===== src/rtl/wb_write_arbiter.sv =====
// wb_write_arbiter: in-order writeback queue merging load and ALU results.
// Define WB_BYPASS_EN to build the pending-write bypass lookup.
module wb_write_arbiter #(
  parameter int XLEN = 32,
  parameter int AW = 5,
  parameter int DEPTH = 4,
  localparam int CW = $clog2(DEPTH) + 1,
  localparam int PW = $clog2(DEPTH)
) (
  input  logic            CLK,
  input  logic            RST,
  input  logic            ld_valid,
  output logic            ld_ready,
  input  logic [AW-1:0]   ld_rd,
  input  logic [XLEN-1:0] ld_data,
  input  logic            alu_valid,
  output logic            alu_ready,
  input  logic [AW-1:0]   alu_rd,
  input  logic [XLEN-1:0] alu_data,
  output logic [AW-1:0]   rd,
  output logic [XLEN-1:0] indata,
  output logic            RegWrite,
  output logic [CW-1:0]   pending,
  output logic            idle,
  input  logic [AW-1:0]   q_rs1,
  input  logic [AW-1:0]   q_rs2,
  output logic            q_rs1_hit,
  output logic            q_rs2_hit,
  output logic [XLEN-1:0] q_rs1_data,
  output logic [XLEN-1:0] q_rs2_data
);

  logic [AW-1:0]   q_rd   [DEPTH];
  logic [XLEN-1:0] q_data [DEPTH];
  logic [PW-1:0]   head;
  logic [PW-1:0]   tail;
  logic [PW-1:0]   tail2;
  logic [CW-1:0]   count;
  logic            ld_push;
  logic            alu_push;
  logic            pop;

  function automatic logic [PW-1:0] inc(input logic [PW-1:0] p);
    if (p == PW'(DEPTH - 1)) return '0;
    return p + PW'(1);
  endfunction

  // Readiness looks only at registered count so two pushes always fit.
  assign ld_ready  = count <= CW'(DEPTH - 1);
  assign alu_ready = count <= CW'(DEPTH - 2);
  assign ld_push   = ld_valid && ld_ready && (ld_rd != '0);
  assign alu_push  = alu_valid && alu_ready && (alu_rd != '0);
  assign pop       = count != '0;
  assign tail2     = ld_push ? inc(tail) : tail;
  assign pending   = count;
  assign idle      = (count == '0) && !RegWrite;

  always_ff @(posedge CLK) begin
    if (ld_push) begin
      q_rd[tail]   <= ld_rd;
      q_data[tail] <= ld_data;
    end
    if (alu_push) begin
      q_rd[tail2]   <= alu_rd;
      q_data[tail2] <= alu_data;
    end
  end

  always_ff @(posedge CLK or posedge RST) begin
    if (RST) begin
      head     <= '0;
      tail     <= '0;
      count    <= '0;
      rd       <= '0;
      indata   <= '0;
      RegWrite <= 1'b0;
    end else begin
      tail     <= alu_push ? inc(tail2) : tail2;
      count    <= count + CW'(ld_push) + CW'(alu_push) - CW'(pop);
      RegWrite <= pop;
      if (pop) begin
        head   <= inc(head);
        rd     <= q_rd[head];
        indata <= q_data[head];
      end
    end
  end

`ifdef WB_BYPASS_EN
  logic [1:0][AW-1:0]   qs;
  logic [1:0]           hits;
  logic [1:0][XLEN-1:0] datas;
  int                   s;

  assign qs = {q_rs2, q_rs1};

  // Scan oldest to youngest so the tail-most match overrides.
  always_comb begin
    hits  = '0;
    datas = '0;
    s     = 0;
    for (int p = 0; p < 2; p++) begin
      if (RegWrite && rd == qs[p]) begin
        hits[p]  = 1'b1;
        datas[p] = indata;
      end
      for (int i = 0; i < DEPTH; i++) begin
        s = int'(head) + i;
        if (s >= DEPTH) s = s - DEPTH;
        if (CW'(i) < count && q_rd[PW'(s)] == qs[p]) begin
          hits[p]  = 1'b1;
          datas[p] = q_data[PW'(s)];
        end
      end
      if (qs[p] == '0) begin
        hits[p]  = 1'b0;
        datas[p] = '0;
      end
    end
  end

  assign q_rs1_hit  = hits[0];
  assign q_rs2_hit  = hits[1];
  assign q_rs1_data = datas[0];
  assign q_rs2_data = datas[1];
`else
  logic unused_rs;
  assign unused_rs  = ^{q_rs1, q_rs2};
  assign q_rs1_hit  = 1'b0;
  assign q_rs2_hit  = 1'b0;
  assign q_rs1_data = '0;
  assign q_rs2_data = '0;
`endif

endmodule

===== config.mk =====
export PLATFORM = sky130hd
export DESIGN_NAME = wb_write_arbiter
export DESIGN_NICKNAME = d
export VERILOG_FILES = /design/src/rtl/wb_write_arbiter.sv
export SDC_FILE = /design/constraint.sdc
export NUM_CORES = 1
export LEC_CHECK = 0
export ABC_AREA = 1
export BUFFER_PORTS_ARGS = -buffer_cell sky130_fd_sc_hd__buf_2
export CORE_MARGIN = 4
export CORE_UTILIZATION = 50
export DETAILED_ROUTE_END_ITERATION = 8
export HOLD_SLACK_MARGIN = 0.08
export PLACE_DENSITY_LB_ADDON = 0.05
export SYNTH_ARGS = -nofsm -noshare
export SYNTH_HDL_FRONTEND = slang
export SYNTH_SLANG_ARGS = --single-unit

===== constraint.sdc =====
create_clock -name CLK -period 4.9 [get_ports CLK]
set_input_delay 0.49 -clock CLK [delete_from_list [all_inputs] [get_ports CLK]]
set_output_delay 0.49 -clock CLK [all_outputs]
set_load 0.01 [all_outputs]

==> impl_metrics.tcl, run 1 <==
set metrics [dict create \
    io_buffers 121 \
    vias 6996 \
    synth_most_common_cell "nor2_1" \
    min_path_type "input port to async pin" \
    cts_max_path_buffers 2 \
    row_count 51 \
    drtPass1Iterations 5 \
    dieArea_um2 22500 \
    insertion_delay_ns 0.44 \
    cts_buffers 17 \
    rsz0062_at_grt "no" \
    setup_tns_ns 0 \
    synth_common_cells "nor2_1 (190), nand2_1 (160), edfxtp_1 (148), o21ai_0 (127), buf_4 (71)" \
    grt_pass1_vias 6271 \
    start_kind "flip-flop" \
    synth_area_leaders "edfxtp_1 (44%), dfrtp_1 (11%), nor2_1 (7.1%)" \
    cts_setup_buffers 0 \
    hold_viol 0 \
    slew_headroom 0.374 \
    dp.cells 1365 \
    fin_cells 1398 \
    design_area_um2 11100 \
    p_leak_nw 4.75 \
    finalSetupViolCount 0 \
    synth_area_leader_cell "edfxtp_1" \
    cts.clk_slew.worst_paths_ns 0.08 \
    area_delta_synth_final_pct 10.2 \
    p_per_area_nw_per_um2 601 \
    synth_top_area_frac 0.442 \
    fillers 1728 \
    cts_resized 0 \
    clock-sinks 193 \
    drtIter0Drc 413 \
    antenna_left 0 \
    placed_area_um2 10500 \
    grt_pass1_wl_mm 35.0 \
    timing.final.max_slew_violations 0 \
    die-height_um 150 \
    grt_max_degree 81 \
    pin_count 198 \
    worstMarginPinSlew_ns 0.938 \
    dp_hpwl_mm 12.7 \
    wl_per_cell_um 16.0 \
    fin_crit_sh 0.639 \
    drv_cap 0 \
    synthCells 1032 \
    max_freq_ghz 0.320 \
    min_period_ns 3.13 \
    cts_tree "done" \
    status "finished, final reports clean" \
    drive_gt1_frac 0.226 \
    fin_nets 1221 \
    critPathMaxFanout 74 \
    core_um2 19700 \
    synthesis.area_um2 10100 \
    synth-async-reset-ratio 0.233 \
    multi_input_area_um2 3660 \
    skew_ns 0.0144 \
    seq_area_um2 5570 \
    postSynthAreaPerCell_um2 9.75 \
    die_w_um 150 \
    grt-ovfl-total 0 \
    ys_seq_area_frac 0.554 \
    grt_use_total 0.207 \
    antenna_found_initial 3 \
    worst-setup-path-type "flip-flop to flip-flop" \
    h-tree-depth 4 \
    whs_ns 0.263 \
    end_kind "flip-flop" \
    wirelength_mm 22.4 \
    cp_data_arrival_time_ns 3.27 \
    fin_total_pwr_w 0.00667 \
    synth_flop_cell "edfxtp_1" \
    floorplan.initialDensity 0.512 \
    peakVddDrop_mv 0.504 \
    yosysUniqueCellTypes 28 \
    ys_ff_latch 193 \
    yosysWarnings 0 \
    remaining_drc_errors 0 \
    cts_hold_buf 0 \
    synth-edff-count 148 \
    vias_per_cell 5.00 \
    cts_root_buf "clkbuf_16" \
    cp.required_ns 5.04 \
    gp_congestion 0.793 \
]
## worst paths after layout
path,cells past startpoint,slack (ns),startpoint,end
setup / recovery,11,1.77,pending[1],q_data[2][5]
hold / removal,3,0.26,RST,indata[15]
setup reg to reg,11,1.77,pending[1],q_data[2][5]
hold reg to reg,2,0.53,q_data[1][19],indata[19]
max in group asynchronous,3,4.10,RST,head[1]
min in group CLK,3,0.37,ld_data[23],q_data[2][23]
## metal layers
| metal | up-vias | GRT usage | wire length [um] |
|---|---|---|---|
| met2 | 248 | 0.336 | 10700 |
| met1 | 3188 | 0.281 | 9630 |
| met4 | 4 | 0.0663 | 312 |
| met3 | 25 | 0.0400 | 1720 |
| met5 | - | 0 | 25 |
| li1 | 3531 | - | - |
## cell families after synthesis
group,Yosys count,share of synthesized area
AND/OR/NAND/NOR,370,0.148
adder cells (fa/ha/maj),14,0.0189
buffers and inverters,188,0.116
AO/OA/AOI/OAI,265,0.163
other,1,0.000373
XOR/XNOR,1,0.000871
flip-flops,193,0.554
## where the power goes
group	switching, W	leakage [nW]	total [W]	internal [W]
sequential	0.000253	1.87	0.00273	0.00248
combinational	0.00170	2.59	0.00249	0.000795
clock	0.000632	0.289	0.00144	0.000813
total	0.00258	4.75	0.00667	0.00408
## metrics by stage
step	util	setup slack, ns
after CTS	0.564	1.73
after global placement	0.533	1.78
after detailed placement	0.533	1.75
final	0.564	1.77
after floorplan	-	0.656
after global routing	0.564	1.41
## cells in the final DEF (no fill, tap or decap)
master / n
a31oi_1: 37
nand2_1: 160
clkinv_1: 1
clkinv_2: 1
nand4_4: 5
edfxtp_1: 148
conb_1: 66
nand3_4: 1
diode_2: 1
dfrtp_1: 43
o21ai_2: 70
o21ai_1: 30
clkinv_4: 1
or2_1: 1
nor2_1: 190
clkbuf_16: 17
xnor2_1: 1
nand3_2: 2
clkbuf_1: 1
o21ai_4: 4
ha_1: 12
nor2_2: 1
bufinv_16: 3
nand3b_1: 1
nand2_4: 1
dfrtp_2: 2
fa_1: 2
o21ai_0: 124
nand3_1: 5
clkinvlp_4: 3
buf_2: 121
inv_8: 2
inv_6: 3
inv_2: 7
inv_1: 51
nand4_1: 3
buf_4: 12
## layout make-up
class | count | share of cell area
Clock buffer | 18 | 0.0387
Multi-Input combinational cell | 716 | 0.330
Clock inverter | 14 | 0.0161
Sequential cell | 193 | 0.503
Antenna cell | 1 | 0.000226
Timing Repair Buffer | 133 | 0.0627
Tap cell | 265 | 0.0299
Inverter | 58 | 0.0196
## registers in the layout (all words and copies together) (netlist names)
name and cells:
indata 32, pending 3, RegWrite 1, head 2, tail 2, rd 5
q_rd 20, q_data 128
## critical path, cell delays in order, from the launching register on
cell and delay [ns]:
dfrtp_1 0.45, ha_1 0.23, nand2_1 0.06, nand2_1 0.04
nand2_1 0.17, nand3_2 0.30, nand2_1 0.17, nand2_1 0.11
ha_1 0.24, nand4_4 0.11, buf_4 0.73, o21ai_0 0.21
Note: power is estimated with default switching activity, not from simulation.
==> run 2, diff against run 1 <==
==> constraint.sdc (replaced) <==
create_clock -name CLK -period 2.87 [get_ports CLK]
set_input_delay 0.287 -clock CLK [delete_from_list [all_inputs] [get_ports CLK]]
set_output_delay 0.287 -clock CLK [all_outputs]
set_load 0.01 [all_outputs]
==> run 2 against run 1 <==
- cell count is 0.86% higher
- sequential cell count stayed put
- routed wire length is 4.3% higher
- utilization is 1.2 points higher
- die area stayed put
- worst hold slack worse by 0.095 ns
- via count is 2.6% higher
- fmax is 18% higher
- clock skew is 0.0050 ns lower
- critical path depth is 1 higher
- combinational power is 87% higher
- critical endpoint is now q_data[2][22]
- largest power group is now combinational cells
- highest routed layer is now met4
==> impl_metrics.tcl, run 2 (same netlist as run 1, synthesis figures left out) <==
set metrics [dict create \
    cp_num_buf_inv 2 \
    met1_usage 0.274 \
    wl_per_cell_um 16.6 \
    worst-setup-path-type "flip-flop to flip-flop" \
    cts_tree "done" \
    holdPathEnd "q_data[0][25]" \
    min_period_ns 2.65 \
    grt-ovfl-total 0 \
    h-tree-depth 4 \
    remaining_drc_errors 0 \
    n_antenna_cell 0 \
    largestRegisters "q_data: 128 flops, indata: 32 flops, q_rd: 20 flops" \
    fillers 1712 \
    hold_viol 0 \
    grt_pass1_wl_mm 36.7 \
    ff2ff_path_depth 12 \
    antenna_found_initial 0 \
    holdPathStages 3 \
    reg2reg_setup_slack_ns 0.22 \
    p_per_area_nw_per_um2 1030 \
    row_count 51 \
    status "finished, final reports clean" \
    power.switching_w 0.00451 \
    p_int_w 0.00717 \
    regMostFlops "q_data" \
    seqPwrFrac 0.390 \
    cp_slowest_cell "dfrtp_1" \
    critPathMaxFanout 11 \
    dp_hpwl_mm 14.3 \
    placed_area_um2 10700 \
    crit-reg2reg-launch "pending[1]" \
    grt_use_total 0.215 \
    vias 7176 \
    preCtsSetupSlack_ns 0.233 \
    crit_top_cell "nand2_1" \
    cts_root_buf "clkbuf_16" \
    die-height_um 150 \
    hold_start "ld_data[25]" \
    insertion_delay_ns 0.43 \
    core_um2 19700 \
    finalSetupViolCount 0 \
    antenna_left 0 \
    grt_use_met2 0.371 \
    skew_ns 0.00939 \
    p_leak_nw 4.87 \
    drtPass1Iterations 7 \
    cp.required_ns 3.00 \
    crit_family "simple AND/OR/NAND/NOR gates" \
    start_kind "flip-flop" \
    fin_total_pwr_w 0.0117 \
    area_delta_synth_final_pct 12.4 \
    timing.final.max_slew_violations 0 \
    drv_cap 0 \
    gp_congestion 0.810 \
    fin_crit_sh 0.924 \
    mostFrequentLayoutCells "nor2_1 (190), nand2_1 (160), edfxtp_1 (148)" \
    rsz0062_at_grt "no" \
    cts_buffers 17 \
    crit_chain "ha_1, nand2_1, nand2_1, nand2_1, nand3_2, nand2_1, nand2_1, inv_1, ha_1, nand4_4, o21ai_4, buf_4" \
    floorplan.initialDensity 0.512 \
    die_w_um 150 \
    cts.clk_slew.worst_paths_ns 0.07 \
    whs_ns 0.168 \
    cp_data_arrival_time_ns 2.78 \
    drive_gt1_frac 0.234 \
    grt_max_degree 81 \
    grt_pass1_vias 6821 \
    min_path_type "input port to flip-flop" \
    vias_per_cell 5.09 \
    cts_max_path_buffers 2 \
    drtIter0Drc 441 \
    cp_slowest_stage_delay_ns 0.43 \
    r2r_end "q_data[2][22]" \
    design_area_um2 11300 \
    io_buffers 121 \
    clock-sinks 193 \
    combPwrFrac 0.398 \
    top_usage_layer "met2" \
    clkPwrFrac 0.212 \
    swShare 0.386 \
    final_common_cell "nor2_1" \
    worstMarginPinSlew_ns 0.919 \
    wirelength_mm 23.4 \
    fin_nets 1234 \
    end_kind "flip-flop" \
    fin_ws_ns 0.218 \
    max_freq_ghz 0.377 \
    pin_count 198 \
    slew_headroom 0.387 \
    dieArea_um2 22500 \
    peakVddDrop_mv 0.922 \
    met3_usage 0.0394 \
    cts_setup_buffers 0 \
    largest_reg_flops 128 \
]
[run 2: changes by cell type in the layout (fill, tap and decap cells not counted), sizes merged]
cell         previous run  this run
buf                   133       145
dlygate4sd3             0         1
diode                   1         0
inv                    63        62
clkinvlp                3         1
clkinv                  3         6
[run 2: cell type report]
cell class | count | area, um2 | share of cell area
flip-flops and latches | 193 | 5570 | 0.493
multi-input cells | 716 | 3660 | 0.323
repair buffers | 146 | 921 | 0.0814
clock buffers | 18 | 429 | 0.0379
well taps | 265 | 332 | 0.0293
inverters | 58 | 218 | 0.0192
clock inverters | 14 | 183 | 0.0161
[run 2: metrics by stage]
stage	utilization	TNS (ns)	std cells
after CTS	0.576	0	1410
after global placement	0.544	0	1377
after floorplan	-	-93.86	1097
after detailed placement	0.544	0	1377
after global routing	0.576	0	1410
final	0.576	0	1410
[run 2: worst max-delay path by stage]
stage,start,endpoint,slack [ns],cells after the start
2_1_floorplan,pending[1],q_data[1][0],-0.66,13
3_3_place_gp,pending[1],q_data[2][23],0.29,12
3_5_place_dp,pending[1],q_data[2][23],0.23,12
4_1_cts,pending[1],q_data[2][22],0.20,12
5_1_grt,pending[1],q_data[2][22],0.04,12
6_report,pending[1],q_data[2][22],0.22,12
[run 2: worst register-to-register path, stage by stage, from the launching register on]
cell	delay, ns
dfrtp_1	0.43
ha_1	0.21
nand2_1	0.06
nand2_1	0.05
nand2_1	0.17
nand3_2	0.15
nand2_1	0.11
nand2_1	0.09
inv_1	0.10
ha_1	0.19
nand4_4	0.24
o21ai_4	0.26
buf_4	0.29
[run 2: metal layers]
metal | routed length, um | up-vias
li1 | - | 3569
met1 | 10100 | 3353
met2 | 11600 | 224
met3 | 1270 | 30
met4 | 452 | 0
met5 | 0 | -
[run 2: power groups by stage]
stage	Sequential (W)	Clock, W	Combinational (W)
floorplan	0.00474	0	0.00306
global placement	0.00460	0	0.00464
detailed placement	0.00461	0	0.00473
CTS	0.00456	0.00250	0.00475
global route	0.00464	0.00265	0.00525
finish	0.00455	0.00248	0.00465
[run 2: what timing repair did]
item                      CTS  global route
gates resized for setup     0             0
hold buffers                1             0
hold endpoints to repair   13             0
